<file path="src/rtl/uart_pkg.sv">
// Shared definitions for the 40-bit UART frame receiver: FSM encodings, framing
// constants and baud timing helpers.
package uart_pkg;

  localparam int unsigned DATA_BITS  = 8;
  localparam logic        IDLE_LEVEL = 1'b1;

  typedef logic [2:0] state_t;

  localparam state_t IDLE   = 3'd0;
  localparam state_t START  = 3'd1;
  localparam state_t DATA   = 3'd2;
  localparam state_t PARITY = 3'd3;
  localparam state_t STOP   = 3'd4;

  function automatic int unsigned bit_cyc(input int unsigned clk_freq, input int unsigned baud);
    return clk_freq / baud;
  endfunction

  function automatic int unsigned half_cyc(input int unsigned clk_freq, input int unsigned baud);
    return bit_cyc(clk_freq, baud) / 2;
  endfunction

endpackage

</file>
<file path="src/rtl/uart_rx_frame40_if.sv">
// Frame-level bus of the 40-bit UART receiver: serial line in, assembled word and
// status strobes out.
interface uart_rx_frame40_if
  import uart_pkg::*;
#(
  parameter int unsigned BYTES = 5
);
  logic                         uart_rx;
  logic [DATA_BITS*BYTES-1:0]   Data;
  logic                         data_valid;
  logic                         frame_err;

  modport master (input uart_rx, output Data, output data_valid, output frame_err);
  modport slave  (output uart_rx, input Data, input data_valid, input frame_err);
endinterface

</file>
<file path="src/rtl/uart_rx_byte.sv">
// Single-byte UART receiver: synchronizer, edge detect, baud counter and framing FSM.
// Define UART_RX_PARITY_EN to expect an even-parity bit between data and stop.
module uart_rx_byte
  import uart_pkg::*;
#(
  parameter int unsigned CLK_FREQ = 50_000_000,
  parameter int unsigned BAUD     = 115_200
) (
  input  logic                 sys_clk,
  input  logic                 rst_n,
  input  logic                 uart_rx,
  output logic [DATA_BITS-1:0] rx_byte,
  output logic                 byte_ok,
  output logic                 byte_err,
  output logic                 idle,
  output logic                 fall
);

  localparam int unsigned BIT_CYC = bit_cyc(CLK_FREQ, BAUD);
  localparam int unsigned HALF    = half_cyc(CLK_FREQ, BAUD);
  localparam int unsigned CW      = $clog2(BIT_CYC);
  localparam logic [CW-1:0] HALF_LAST = CW'(HALF - 1);
  localparam logic [CW-1:0] BIT_LAST  = CW'(BIT_CYC - 1);
  localparam logic [2:0]    IDX_LAST  = 3'(DATA_BITS - 1);

  // sync_q[1] is the synchronized line, sync_q[2] its previous value
  logic [2:0] sync_q;
  logic       rx_s;

  always_ff @(posedge sys_clk or negedge rst_n) begin
    if (!rst_n) begin
      sync_q <= {3{IDLE_LEVEL}};
    end else begin
      sync_q <= {sync_q[1:0], uart_rx};
    end
  end

  assign rx_s = sync_q[1];
  assign fall = sync_q[2] & ~sync_q[1];

  state_t               state_q, state_d;
  logic [CW-1:0]        cnt_q, cnt_d;
  logic [2:0]           bit_idx_q, bit_idx_d;
  logic [DATA_BITS-1:0] shreg_q, shreg_d;
  logic                 tick;
  logic                 par_bad;

`ifdef UART_RX_PARITY_EN
  logic par_err_q, par_err_d;
  assign par_bad = par_err_q;
`else
  assign par_bad = 1'b0;
`endif

  assign tick = (cnt_q == BIT_LAST);

  always_comb begin
    state_d   = state_q;
    cnt_d     = cnt_q;
    bit_idx_d = bit_idx_q;
    shreg_d   = shreg_q;
    byte_ok   = 1'b0;
    byte_err  = 1'b0;
`ifdef UART_RX_PARITY_EN
    par_err_d = par_err_q;
`endif
    case (state_q)
      IDLE: begin
        if (fall) begin
          state_d = START;
          cnt_d   = '0;
        end
      end
      START: begin
        if (cnt_q == HALF_LAST) begin
          cnt_d = '0;
          // A start that is no longer low at mid-bit is a glitch, not an error
          if (rx_s != IDLE_LEVEL) begin
            state_d   = DATA;
            bit_idx_d = '0;
          end else begin
            state_d = IDLE;
          end
        end else begin
          cnt_d = cnt_q + 1'b1;
        end
      end
      DATA: begin
        if (tick) begin
          cnt_d   = '0;
          shreg_d = {rx_s, shreg_q[DATA_BITS-1:1]};
          if (bit_idx_q == IDX_LAST) begin
`ifdef UART_RX_PARITY_EN
            state_d = PARITY;
`else
            state_d = STOP;
`endif
          end else begin
            bit_idx_d = bit_idx_q + 3'd1;
          end
        end else begin
          cnt_d = cnt_q + 1'b1;
        end
      end
`ifdef UART_RX_PARITY_EN
      PARITY: begin
        if (tick) begin
          cnt_d     = '0;
          par_err_d = ^{shreg_q, rx_s};
          state_d   = STOP;
        end else begin
          cnt_d = cnt_q + 1'b1;
        end
      end
`endif
      STOP: begin
        if (tick) begin
          cnt_d   = '0;
          state_d = IDLE;
          if (rx_s == IDLE_LEVEL && !par_bad) begin
            byte_ok = 1'b1;
          end else begin
            byte_err = 1'b1;
          end
        end else begin
          cnt_d = cnt_q + 1'b1;
        end
      end
      default: begin
        state_d = IDLE;
        cnt_d   = '0;
      end
    endcase
  end

  always_ff @(posedge sys_clk or negedge rst_n) begin
    if (!rst_n) begin
      state_q   <= IDLE;
      cnt_q     <= '0;
      bit_idx_q <= '0;
      shreg_q   <= '0;
    end else begin
      state_q   <= state_d;
      cnt_q     <= cnt_d;
      bit_idx_q <= bit_idx_d;
      shreg_q   <= shreg_d;
    end
  end

`ifdef UART_RX_PARITY_EN
  always_ff @(posedge sys_clk or negedge rst_n) begin
    if (!rst_n) begin
      par_err_q <= 1'b0;
    end else begin
      par_err_q <= par_err_d;
    end
  end
`endif

  assign rx_byte = shreg_q;
  assign idle    = (state_q == IDLE);

endmodule

</file>
<file path="src/rtl/uart_rx_frame40.sv">
// 40-bit UART frame receiver: gathers BYTES bytes into one word with inter-byte timeout.
// Define UART_RX_PARITY_EN to receive 8E1 bytes instead of 8N1.
module uart_rx_frame40
  import uart_pkg::*;
#(
  parameter int unsigned CLK_FREQ     = 50_000_000,
  parameter int unsigned BAUD         = 115_200,
  parameter int unsigned BYTES        = 5,
  parameter int unsigned TIMEOUT_BITS = 20
) (
  input  logic                sys_clk,
  input  logic                rst_n,
  uart_rx_frame40_if.master   bus
);

  localparam int unsigned W       = DATA_BITS * BYTES;
  localparam int unsigned BIT_CYC = bit_cyc(CLK_FREQ, BAUD);
  localparam int unsigned IW      = (BYTES > 1) ? $clog2(BYTES) : 1;
  localparam int unsigned TO      = TIMEOUT_BITS * BIT_CYC;
  localparam int unsigned GW      = $clog2(TO);
  localparam logic [IW-1:0] IDX_LAST = IW'(BYTES - 1);
  localparam logic [GW-1:0] GAP_LAST = GW'(TO - 1);

  logic [DATA_BITS-1:0] rx_byte;
  logic                 byte_ok, byte_err, idle, fall;

  uart_rx_byte #(
    .CLK_FREQ (CLK_FREQ),
    .BAUD     (BAUD)
  ) u_byte (
    .sys_clk  (sys_clk),
    .rst_n    (rst_n),
    .uart_rx  (bus.uart_rx),
    .rx_byte  (rx_byte),
    .byte_ok  (byte_ok),
    .byte_err (byte_err),
    .idle     (idle),
    .fall     (fall)
  );

  logic [IW-1:0] byte_idx_q, byte_idx_d;
  logic [W-1:0]  asm_q, asm_d;
  logic [W-1:0]  data_q, data_d;
  logic [GW-1:0] gap_q, gap_d;
  logic          valid_q, valid_d;
  logic          err_q, err_d;

  always_comb begin
    byte_idx_d = byte_idx_q;
    asm_d      = asm_q;
    data_d     = data_q;
    gap_d      = gap_q;
    valid_d    = 1'b0;
    err_d      = 1'b0;

    if (byte_ok) begin
      for (int i = 0; i < int'(BYTES); i++) begin
        if (byte_idx_q == IW'(i)) asm_d[i*DATA_BITS +: DATA_BITS] = rx_byte;
      end
      if (byte_idx_q == IDX_LAST) begin
        data_d     = asm_d;
        valid_d    = 1'b1;
        byte_idx_d = '0;
      end else begin
        byte_idx_d = byte_idx_q + 1'b1;
      end
    end else if (byte_err) begin
      err_d      = 1'b1;
      byte_idx_d = '0;
    end

    // A falling edge always beats an expiring gap counter
    if (fall || !idle || byte_idx_q == '0) begin
      gap_d = '0;
    end else if (gap_q == GAP_LAST) begin
      gap_d      = '0;
      err_d      = 1'b1;
      byte_idx_d = '0;
    end else begin
      gap_d = gap_q + 1'b1;
    end
  end

  always_ff @(posedge sys_clk or negedge rst_n) begin
    if (!rst_n) begin
      byte_idx_q <= '0;
      asm_q      <= '0;
      data_q     <= '0;
      gap_q      <= '0;
      valid_q    <= 1'b0;
      err_q      <= 1'b0;
    end else begin
      byte_idx_q <= byte_idx_d;
      asm_q      <= asm_d;
      data_q     <= data_d;
      gap_q      <= gap_d;
      valid_q    <= valid_d;
      err_q      <= err_d;
    end
  end

  assign bus.Data       = data_q;
  assign bus.data_valid = valid_q;
  assign bus.frame_err  = err_q;

endmodule

</file>
<file path="src/flat_wrapper.sv">
// flat-port wrapper written by rule: the top's interface ports become plain ports
module uart_rx_frame40_flat import uart_pkg::*;
#(
  parameter int unsigned CLK_FREQ     = 50_000_000,
  parameter int unsigned BAUD         = 115_200,
  parameter int unsigned BYTES        = 5,
  parameter int unsigned TIMEOUT_BITS = 20
)
  (sys_clk, rst_n, bus_uart_rx, bus_Data, bus_data_valid, bus_frame_err);
  uart_rx_frame40_if #(.BYTES(BYTES)) bus_i ();
  input  logic sys_clk;
  input  logic rst_n;
  input wire logic [$bits(bus_i.uart_rx)-1:0] bus_uart_rx;
  output wire logic [$bits(bus_i.Data)-1:0] bus_Data;
  output wire logic [$bits(bus_i.data_valid)-1:0] bus_data_valid;
  output wire logic [$bits(bus_i.frame_err)-1:0] bus_frame_err;
  assign bus_i.uart_rx = bus_uart_rx;
  assign bus_Data = bus_i.Data;
  assign bus_data_valid = bus_i.data_valid;
  assign bus_frame_err = bus_i.frame_err;
  uart_rx_frame40 #(.CLK_FREQ(CLK_FREQ), .BAUD(BAUD), .BYTES(BYTES), .TIMEOUT_BITS(TIMEOUT_BITS)) u_core (.sys_clk(sys_clk), .rst_n(rst_n), .bus(bus_i));
endmodule
</file>
<file path="config.mk">
export PLATFORM = sky130hd
export DESIGN_NAME = uart_rx_frame40_flat
export DESIGN_NICKNAME = d
export VERILOG_FILES = /design/src/rtl/uart_pkg.sv /design/src/rtl/uart_rx_frame40_if.sv /design/src/rtl/uart_rx_byte.sv /design/src/rtl/uart_rx_frame40.sv /design/src/flat_wrapper.sv
export SDC_FILE = /design/constraint.sdc
export NUM_CORES = 1
export LEC_CHECK = 0
export ABC_AREA = 1
export ABC_CLOCK_PERIOD_IN_PS = 1800
export BUFFER_PORTS_ARGS = -buffer_cell sky130_fd_sc_hd__buf_2
export CORE_MARGIN = 2
export CORE_UTILIZATION = 55
export DETAILED_ROUTE_END_ITERATION = 12
export PLACE_DENSITY = 0.86
export SYNTH_ARGS = -nofsm -noshare
export SYNTH_HDL_FRONTEND = slang
export SYNTH_SLANG_ARGS = --single-unit
export TNS_END_PERCENT = 10
</file>
<file path="constraint.sdc">
create_clock -name sys_clk -period 1.8 [get_ports sys_clk]
set_input_delay 0.45 -clock sys_clk [delete_from_list [all_inputs] [get_ports sys_clk]]
set_output_delay 0.45 -clock sys_clk [all_outputs]
set_load 0.005 [all_outputs]
</file>
==> results of run 1 <==
## cells by family after synthesis
| group | after synthesis |
|---|---|
| AND/OR/NAND/NOR | 416 |
| flip-flops | 117 |
| buffers and inverters | 88 |
| AO/OA/AOI/OAI | 83 |
| adder cells (fa/ha/maj) | 11 |
| XOR/XNOR | 5 |
## power by group through the flow
| stage | clock [uW] | sequential, uW | combinational (uW) |
|---|---|---|---|
| after floorplan | 0 | 2810 | 464 |
| after global placement | 0 | 2820 | 687 |
| after detailed placement | 0 | 2830 | 708 |
| after CTS | 3670 | 2780 | 726 |
| after global routing | 3810 | 2790 | 856 |
| final | 3670 | 2790 | 751 |
## area by class of cell
cell class | instances | area, sq um | area share
tap | 133 | 166 | 0.0239
clock buffer | 23 | 467 | 0.0669
multi-input combinational | 515 | 2350 | 0.337
timing repair buffer | 79 | 657 | 0.0942
sequential | 117 | 2930 | 0.421
inverter | 60 | 229 | 0.0328
clock inverter | 9 | 175 | 0.0251
## metrics by stage
| stage | power (uW) | TNS, ns |
|---|---|---|
| floorplan | 3270 | 0 |
| global placement | 3500 | 0 |
| detailed placement | 3530 | 0 |
| CTS | 7180 | 0 |
| global route | 7460 | -1.95 |
| finish | 7210 | 0 |
## per-layer routing
layer	track usage	wire [um]
met1	0.290	5850
met2	0.415	7470
met3	0.0568	1130
met4	0.119	463
met5	0	0
## how the worst max path moves through the flow
stage	endpoint	slack, ns	cells past startpoint
floorplan	u_core.bus.Data[32]$_DFFE_PN0P_	0.14	11
global placement	u_core.bus.Data[1]$_DFFE_PN0P_	0.11	9
detailed placement	u_core.bus.Data[0]$_DFFE_PN0P_	0.03	9
CTS	u_core.bus.Data[0]$_DFFE_PN0P_	0.02	9
global route	u_core.bus.Data[17]$_DFFE_PN0P_	-0.09	6
finish	u_core.asm_q[21]$_DFFE_PN0N_	0.02	6
## cell usage in the layout, fill, tap and decap left out, types with 7 or more instances in the layout
cell type  instances
o21ai_0           73
inv_1             57
buf_2             43
nor2_1            54
buf_6              7
a21oi_1            7
buf_4             19
nor3_1             7
clkbuf_16         22
nand4_1           15
nand3_1           62
dfrtp_1          112
ha_1              11
nand2_1          265
## registers in the layout (all words and copies together), names as in the netlist
signal / count
u_core.asm_q: 32
u_core.bus.data_valid: 1
u_core.u_byte.bit_idx_q: 3
u_core.byte_idx_q: 3
u_core.gap_q: 14
u_core.u_byte.cnt_q: 9
u_core.u_byte.state_q: 3
u_core.bus.Data: 40
u_core.bus.frame_err: 1
u_core.u_byte.sync_q: 3
u_core.u_byte.rx_byte: 8
## timing repair
item	4_1_cts	5_1_grt
resized for setup	1	15
gates cloned	0	9
endpoints found under the hold margin	30	0
buffers inserted	0	7
pin swaps	0	4
hold buffers	1	0
endpoints found under the setup margin	1	74
==> results.toml, run 1 <==
[synthesis]
synth_area_per_cell_sq_um = 7.79
synth_area_leaders = "dfrtp_1 (51%), nand2_1 (18%), o21ai_0 (6.7%), nand3_1 (5.6%), inv_1 (3.9%)"
yosysMostFrequentCell = "nand2_1"
yosys.area_share.simple = 0.307
synth_seq_area_share = 0.523
synth_mux_area_frac = 0
synth_flop_cell = "dfrtp_1"
synth_xor_area_frac = 0.00781
syn_area_sq_um = 5610
synth_fa_ha_area_frac = 0.0245
synth_top_family_by_area = "simple AND/OR/NAND/NOR gates"
yosysUniqueCellTypes = 24
syn_inst = 720
async_flop_share = 1.00
synth_commonest_cells = "nand2_1 (267), dfrtp_1 (114), o21ai_0 (75)"
yosys.area.top_type = "dfrtp_1"
synth_nets = 734
synth_compound_area_frac = 0.0743
yosysWarnings = 0
synth.top_cell.area_share = 0.509
synth_edf_count = 0
synth_seq_cells = 117

[final_layout]
fill_cells = 749
utilization = 0.710
antenna_cells = 0
fin_nets = 804
drive_gt1_frac = 0.157
area_delta_synth_final_pct = 24.4
fin_area_sq_um = 6980
final_cell_count_no_fill = 936

[power_and_ir_drop]
switching_share = 0.245
p_int_uw = 5440
p_leak_uw = 0.00365
comb_power_share = 0.104
ir_worst_vdd_mv = 0.753
p_clk_frac = 0.509
power.share.sequential = 0.387
p_per_area_nw_per_um2 = 1030
power.switching_uw = 1770

[detailed_routing]
dr.pass1.iters = 6
drt_iter0_drc = 415
wl_per_cell_um = 15.9
routed_wl_mm = 14.9
num_vias = 5277
antenna_left = 0
vias_per_cell = 5.64
drcViolationCount = 0

[setup_path]
regToRegSetupSlack_ns = 0.02
r2r-start = "u_core.byte_idx_q[0]$_DFF_PN0_"
ff2ff_path_depth = 6
crit_buf_inv = 1
arrival_ns = 2.24
required_ns = 2.26
startpoint = "u_core.byte_idx_q[0]$_DFF_PN0_"
cpMostUsedCell = "nand2_1"
critPathKind = "flop to flop"
crit_path_end_kind = "flop"
crit_slowest_cell = "o21ai_0"
start_kind = "flop"
cp_slowest_stage_delay_ns = 0.45
path_max_fanout = 16
path_cells = "inv_1 > ha_1 > nand2_1 > o21ai_0 > nand2_1 > nand2_1"
reg2reg_to = "u_core.asm_q[21]$_DFFE_PN0N_"
cp_top_family = "simple AND/OR/NAND/NOR gates"

[place]
dp_cells = 887
portBuffers = 44
preCtsSetupSlack_ns = 0.0342
gp_routability_congestion = 0.887
hpwl_mm = 8.48
postPlaceCellArea_sq_um = 6040

[die]
num_rows = 36
io_pins = 45
die_y_um = 105
start_util = 0.571
die_w_um = 105
core-area_sq_um = 9820
die_area_sq_um = 11000

[clocking]
clkTransAtPathRegs_ns = 0.06
cts-buffers-inserted = 17
clkLatencyLatePin_ns = 0.53
h-tree-depth = 4
clock_sinks = 117
cts_max_path_buffers = 2
root_buffer = "clkbuf_8"
cts_tree = "built"

[global_routing]
grt_pass1_wl_mm = 21.7
grt_pass1_vias = 4919
grt_max_degree = 81
grt_remaining_overflow = 0
gr-usage-all-layers = 0.244
antenna_found_initial = 0

[min_path]
min_from = "bus_uart_rx"
min_path_cells = 1
worstHoldPathType = "input pin to flop"
hold_end = "u_core.u_byte.sync_q[0]$_DFF_PN1_"

[job]
max-cap-violations = 0

[sta]
fin_crit_ns = 1.78
relSlewSlack = 0.634
setup_ws_ns = 0.0217
setup_viol = 0
drv_slew = 0
finalCritPeriodShare = 0.988
fmax_ghz = 0.562
clock_skew_ns = 0.0109
final_hold_viol_count = 0
worst_pin_slew_ns = 0.549
timing.hold.ws_ns = 0.0235

[outcome]
status = "completed"
Note: power is estimated with default switching activity, not from simulation.
==> inputs of run 2 (changes only) <==
Settings changed: ABC_AREA 1 to default.
==> run 2 against run 1 <==
Compared with the run above:
- the flow now finishes with violations (setup timing)
- clock power fell by 2%
- sequential power fell by 2%
- combinational power rose by 44%
- sequential share of layout area rose by 1.4 points
- maximum frequency fell by 11%
- die area fell by 6.5%
- clock-buffer cell count fell by 4
- sequential cell count did not move
- non-clock buffer count rose by 23
- clock skew barely moved
- synthesized cell count fell by 33%
==> results.toml, run 2 <==
[outcome]
status = "complete, but fails checks"
violations = "setup timing"

[die]
die_w_um = 101
die_y_um = 101
io_pins = 45
num_rows = 35
start_util = 0.566
die_area_sq_um = 10300
core-area_sq_um = 9240

[final_layout]
multi_input_comb_area_sq_um = 2210
drive_gt1_frac = 0.348
regArea_sq_um = 2930
antenna_cells = 0
fin_nets = 595
layout_commonest_cell = "nand2_1"
area_delta_synth_final_pct = 28.9
utilization = 0.729
layout_common_cells = "nand2_1 (121), dfrtp_1 (114), buf_4 (45), buf_2 (43), mux2_2 (38)"
largest_reg_flops = 40
fill_cells = 563
fin_area_sq_um = 6740

[synthesis]
synth_flop_cell = "dfrtp_1"
synth_area_leaders = "dfrtp_1 (55%), mux2_2 (9.0%), nand2_1 (8.7%), ha_1 (2.6%), mux2i_1 (2.3%)"
synth_edf_count = 0
yosys.area.top_type = "dfrtp_1"
synth.top_cell.area_share = 0.546
synth_seq_area_share = 0.561
yosysWarnings = 0
synth_seq_cells = 117
yosysMostFrequentCell = "nand2_1"
async_flop_share = 1.00
syn_area_sq_um = 5230
yosysUniqueCellTypes = 52
synth_commonest_cells = "nand2_1 (121), dfrtp_1 (114), mux2_2 (42)"
synth_area_per_cell_sq_um = 10.9
syn_inst = 481
synth_nets = 495

[global_routing]
grt_pass1_vias = 4008
grt_pass1_wl_mm = 19.2
gr-usage-all-layers = 0.244
antenna_found_initial = 0
grt_max_degree = 54
grt_remaining_overflow = 0

[place]
portBuffers = 44
hpwl_mm = 7.41
gp_routability_congestion = 0.879
postPlaceCellArea_sq_um = 5890

[setup_path]
ff2ff_path_depth = 6
r2r-start = "u_core.u_byte.sync_q[1]$_DFF_PN1_"
regToRegSetupSlack_ns = -0.21
required_ns = 2.26
crit_path_end_kind = "flop"
startpoint = "u_core.u_byte.sync_q[1]$_DFF_PN1_"
path_max_fanout = 11
reg2reg_to = "u_core.bus.Data[36]$_DFFE_PN0P_"
critPathKind = "flop to flop"
setup.worst_path.end = "u_core.bus.Data[36]$_DFFE_PN0P_"
start_kind = "flop"
arrival_ns = 2.46

[clocking]
clock_sinks = 117
cts_max_path_buffers = 2
clkLatencyLatePin_ns = 0.52
cts-buffers-inserted = 17
root_buffer = "clkbuf_8"
clkTransAtPathRegs_ns = 0.07
h-tree-depth = 4
cts_tree = "built"

[power_and_ir_drop]
p_leak_uw = 0.00341
ir_worst_vdd_mv = 0.768
power.switching_uw = 1850
comb_power_share = 0.146
p_per_area_nw_per_um2 = 1100
p_int_uw = 5580
power.share.sequential = 0.369
p_clk_frac = 0.485
switching_share = 0.249

[sta]
worst_pin_slew_ns = 0.632
timing.hold.ws_ns = 0.0276
finalCritPeriodShare = 1.12
final_hold_viol_count = 0
drv_slew = 0
fmax_ghz = 0.498
clock_skew_ns = 0.0110
fin_crit_ns = 2.01
rsz0062_at_grt = "yes"
relSlewSlack = 0.568
setup_viol = 97
setup_ws_ns = -0.208

[detailed_routing]
wl_per_cell_um = 16.2
antenna_left = 0
num_vias = 3855
drt_iter0_drc = 124
vias_per_cell = 5.33
dr.pass1.iters = 4
drcViolationCount = 0
routed_wl_mm = 11.7

[job]
max-cap-violations = 0

[min_path]
worstHoldPathType = "input pin to flop"
==> run 2: cell count changes after synthesis, sizes merged, moves of 5 or more <==
cell / change
nand2: -141
mux2i: +12
nor4: +6
nor2: -26
inv: -47
o21ai: -56
clkbuf: -7
nand3: -55
o211ai: +5
xnor2: +7
nand4: -9
mux2: +43
==> run 2: logic make-up after synthesis <==
family                   Yosys count  synth area share
multiplexers                      55             0.116
XOR/XNOR                          14            0.0235
AND/OR/NAND/NOR                  211             0.188
flip-flops                       117             0.561
buffers and inverters             33            0.0378
AO/OA/AOI/OAI                     40            0.0476
adder cells (fa/ha/maj)           11            0.0263
==> run 2: through the flow <==
step	setup WS [ns]	cells	TNS (ns)	total power, uW
after global placement	-0.209	685	-16.47	3710
after floorplan	-0.277	481	-21.10	3260
after detailed placement	-0.299	685	-21.78	3750
after global routing	-0.265	723	-16.50	7690
final	-0.208	723	-10.86	7430
after CTS	-0.183	722	-10.31	7400
==> run 2: critical path, cell delays in order (launching register included) <==
cell       delay [ns]
dfstp_2          0.52
or4bb_1          0.48
or4_4            0.50
inv_4            0.13
clkbuf_16        0.17
nand2_2          0.05
nand2_1          0.09
==> run 2: repair_timing <==
action                                 CTS  global route
resized for setup                       33            11
hold buffers                             1             0
setup endpoints to repair               99            99
buffers inserted                         4             0
pin swaps                               11             1
gates cloned                             0             1
endpoints found under the hold margin   27             0
==> run 2: area by class of cell <==
| type | instances | share of cell area |
|---|---|---|
| clock buffers | 19 | 0.0655 |
| clock inverters | 13 | 0.0291 |
| inverters | 12 | 0.00705 |
| multi-input cells | 331 | 0.328 |
| flip-flops and latches | 117 | 0.435 |
| well taps | 129 | 0.0239 |
| repair buffers | 102 | 0.111 |
==> run 2: layer usage <==
metal | GRT usage | share of wire | vias up
met2 | 0.428 | 0.52 | 105
li1 | - | - | 1831
met4 | 0.0884 | 0.024 | 0
met1 | 0.293 | 0.43 | 1898
met5 | 0 | 0 | -
met3 | 0.0587 | 0.032 | 21
==> run 2: power groups by stage <==
stage | Clock [uW] | Combinational (uW) | Sequential (uW)
finish | 3600 | 1080 | 2740
global route | 3760 | 1180 | 2750
CTS | 3600 | 1060 | 2740
detailed placement | 0 | 968 | 2780
global placement | 0 | 934 | 2780
floorplan | 0 | 483 | 2780
==> run 2: how the worst min path moves through the flow <==
| stage | from | end | slack, ns | cells after the start |
|---|---|---|---|---|
| 4_1_cts | bus_uart_rx | u_core.u_byte.sync_q[0]$_DFF_PN1_ | 0.03 | 1 |
| 3_3_place_gp | u_core.u_byte.sync_q[0]$_DFF_PN1_ | u_core.u_byte.sync_q[1]$_DFF_PN1_ | 0.35 | 0 |
| 5_1_grt | bus_uart_rx | u_core.u_byte.sync_q[0]$_DFF_PN1_ | 0.01 | 1 |
| 2_1_floorplan | rst_n | u_core.asm_q[0]$_DFFE_PN0N_ | 0.15 | 0 |
| 6_report | bus_uart_rx | u_core.u_byte.sync_q[0]$_DFF_PN1_ | 0.03 | 1 |
| 3_5_place_dp | u_core.u_byte.sync_q[0]$_DFF_PN1_ | u_core.u_byte.sync_q[1]$_DFF_PN1_ | 0.35 | 0 |
==> inputs of run 3 (changes only) <==
Settings changed: CTS_BUF_LIST from default to sky130_fd_sc_hd__clkbuf_2 sky130_fd_sc_hd__clkbuf_4 sky130_fd_sc_hd__clkbuf_8, GPL_TIMING_DRIVEN from default to 0.
==> run 3 against run 2 <==
Compared with the run above:
- the run still ends with setup timing left
- total power down 13%
- design area is 1.5% lower
- combinational power shrank 26%
- critical path depth is the same
- register-to-register slack worse by 0.33 ns
- clock skew rose by 0.00063 ns
- global-route usage is 0.66 points higher
- maximum frequency decreased by 14%
- critical endpoint is now u_core.bus.Data[5]$_DFFE_PN0P_
- highest routed layer unchanged
==> results.toml, run 3 (synthesis gave the netlist of run 2 again) <==
[outcome]
status = "complete, but fails checks"
violations = "setup timing"

[clocking]
cts-buffers-inserted = 17
clock_sinks = 117
root_buffer = "clkbuf_8"
h-tree-depth = 4
clkLatencyLatePin_ns = 0.44
cts_max_path_buffers = 2
cts_tree = "built"
clkTransAtPathRegs_ns = 0.08
postCtsHoldBufs = 0

[die]
die_w_um = 101
core-area_sq_um = 9240
die_area_sq_um = 10300
start_util = 0.566
die_y_um = 101
num_rows = 35
io_pins = 45

[sta]
setup_viol = 99
finalCritPeriodShare = 1.30
fin_crit_ns = 2.34
final_hold_viol_count = 0
drv_slew = 0
rsz0062_at_grt = "yes"
clock_skew_ns = 0.0117
relSlewSlack = 0.512
worst_pin_slew_ns = 0.732
setup_ws_ns = -0.542
fmax_ghz = 0.427
timing.hold.ws_ns = 0.0712

[detailed_routing]
drcViolationCount = 0
antenna_left = 0
num_vias = 3931
drt_iter0_drc = 182
wl_per_cell_um = 17.4
routed_wl_mm = 12.2
vias_per_cell = 5.59
dr.pass1.iters = 4

[global_routing]
grt_use_met1 = 0.291
grt_pass1_wl_mm = 19.6
gr-usage-all-layers = 0.251
grt_remaining_overflow = 0
top_usage_layer = "met2"
grt_pass1_vias = 3972
grt.met2_usage = 0.441
grt_max_degree = 63
met3_usage = 0.0621
antenna_found_initial = 0

[final_layout]
multi_input_comb_area_sq_um = 2350
final_cell_count_no_fill = 703
fin_nets = 575
drive_gt1_frac = 0.382
fill_cells = 579
antenna_cells = 0
largest_reg_flops = 40
layout_common_cells = "dfrtp_1 (113), nand2_1 (88), buf_2 (45), nand2_2 (36), mux2_2 (33)"
area_delta_synth_final_pct = 27.0
layout_commonest_cell = "dfrtp_1"
regArea_sq_um = 2930

[place]
gp_routability_congestion = 0.809
hpwl_mm = 6.98
dp_cells = 655
portBuffers = 44
preCtsSetupSlack_ns = -0.488

[setup_path]
cpMostUsedCell = "nand2_1"
crit_path_end_kind = "flop"
crit_slowest_cell = "or4bb_4"
cp_slowest_stage_delay_ns = 0.61
critPathKind = "flop to flop"
crit_cells = 6
cp_top_family = "simple AND/OR/NAND/NOR gates"
crit_buf_inv = 2
path_cells = "or4bb_4 > or4_4 > buf_12 > buf_16 > nand2_1 > nand2_1"
required_ns = 2.12
ff2ff_path_depth = 6
arrival_ns = 2.66
path_max_fanout = 10
start_kind = "flop"

[power_and_ir_drop]
comb_power_share = 0.123
p_int_uw = 4690
p_clk_frac = 0.446
power.share.sequential = 0.431
ir_worst_vdd_mv = 0.504
report.power.total_uw = 6470
switching_share = 0.275
power.switching_uw = 1780
p_per_area_nw_per_um2 = 974
p_leak_uw = 0.00328

[min_path]
worstHoldPathType = "input pin to async pin"

[job]
max-cap-violations = 0
## run 3: cell types whose count changed in the layout (fill, tap and decap cells not counted), moves of 3 or more
cell | before | now
buf_16 | 0 | 4
buf_8 | 0 | 3
mux2_4 | 4 | 10
mux2_2 | 38 | 33
o21ai_1 | 6 | 9
clkinvlp_4 | 4 | 0
clkbuf_8 | 3 | 18
clkbuf_16 | 17 | 0
nand2_2 | 5 | 36
inv_6 | 1 | 4
nand2_1 | 121 | 88
buf_4 | 45 | 12
o21ai_0 | 10 | 6
## run 3: timing repair
| action | in CTS | in global routing |
|---|---|---|
| gates cloned | 5 | 0 |
| gates resized for setup | 81 | 19 |
| setup buffers | 13 | 3 |
| setup endpoints to repair | 109 | 109 |
| pin swaps | 22 | 7 |
## run 3: metrics by stage
stage | cell area (sq um) | util | setup TNS [ns]
after global routing | 6640 | 0.718 | -46.31
after detailed placement | 5640 | 0.611 | -37.66
after floorplan | 5230 | - | -21.10
after global placement | 5610 | 0.608 | -147.83
final | 6640 | 0.718 | -38.91
after CTS | 6580 | 0.712 | -34.43
## run 3: worst reg2reg max path, delay by kind of cell, from the launching register on
family | cells | cell delay (ns)
buffers and inverters | 2 | 0.33
DFF | 1 | 0.55
and+or+nand+nor | 4 | 1.35
## run 3: layout make-up
cell class / instances / area share
repair buffers: 65 / 0.0773
inverters: 12 / 0.00716
clock buffers: 17 / 0.0352
flip-flops and latches: 117 / 0.442
well taps: 129 / 0.0243
plain buffers: 16 / 0.0234
multi-input cells: 332 / 0.354
clock inverters: 15 / 0.0366
## run 3: final timing paths
path | startpoint | slack (ns) | endpoint
worst max-delay path | u_core.u_byte.state_q[2]$_DFFE_PN0P_ | -0.54 | u_core.bus.Data[5]$_DFFE_PN0P_
worst min-delay path | rst_n | 0.07 | u_core.bus.Data[17]$_DFFE_PN0P_
worst max register to register | u_core.u_byte.state_q[2]$_DFFE_PN0P_ | -0.54 | u_core.bus.Data[5]$_DFFE_PN0P_
worst min register to register | u_core.u_byte.sync_q[0]$_DFF_PN1_ | 0.36 | u_core.u_byte.sync_q[1]$_DFF_PN1_
max in group asynchronous | rst_n | 0.99 | u_core.bus.Data[1]$_DFFE_PN0P_
min in group sys_clk | bus_uart_rx | 0.12 | u_core.u_byte.sync_q[0]$_DFF_PN1_
## run 3: power by group through the flow
| stage | registers [uW] | clock network, uW | logic [uW] |
|---|---|---|---|
| 3_5_place_dp | 2790 | 0 | 667 |
| 6_report | 2790 | 2890 | 796 |
| 5_1_grt | 2790 | 3040 | 857 |
| 2_1_floorplan | 2780 | 0 | 483 |
| 3_3_place_gp | 2780 | 0 | 632 |
| 4_1_cts | 2770 | 2900 | 758 |
## run 3: layer usage
metal	vias to the layer above	part of all wire
met5	-	0
met1	1960	0.40
met3	33	0.049
li1	1789	-
met4	0	0.028
met2	149	0.53
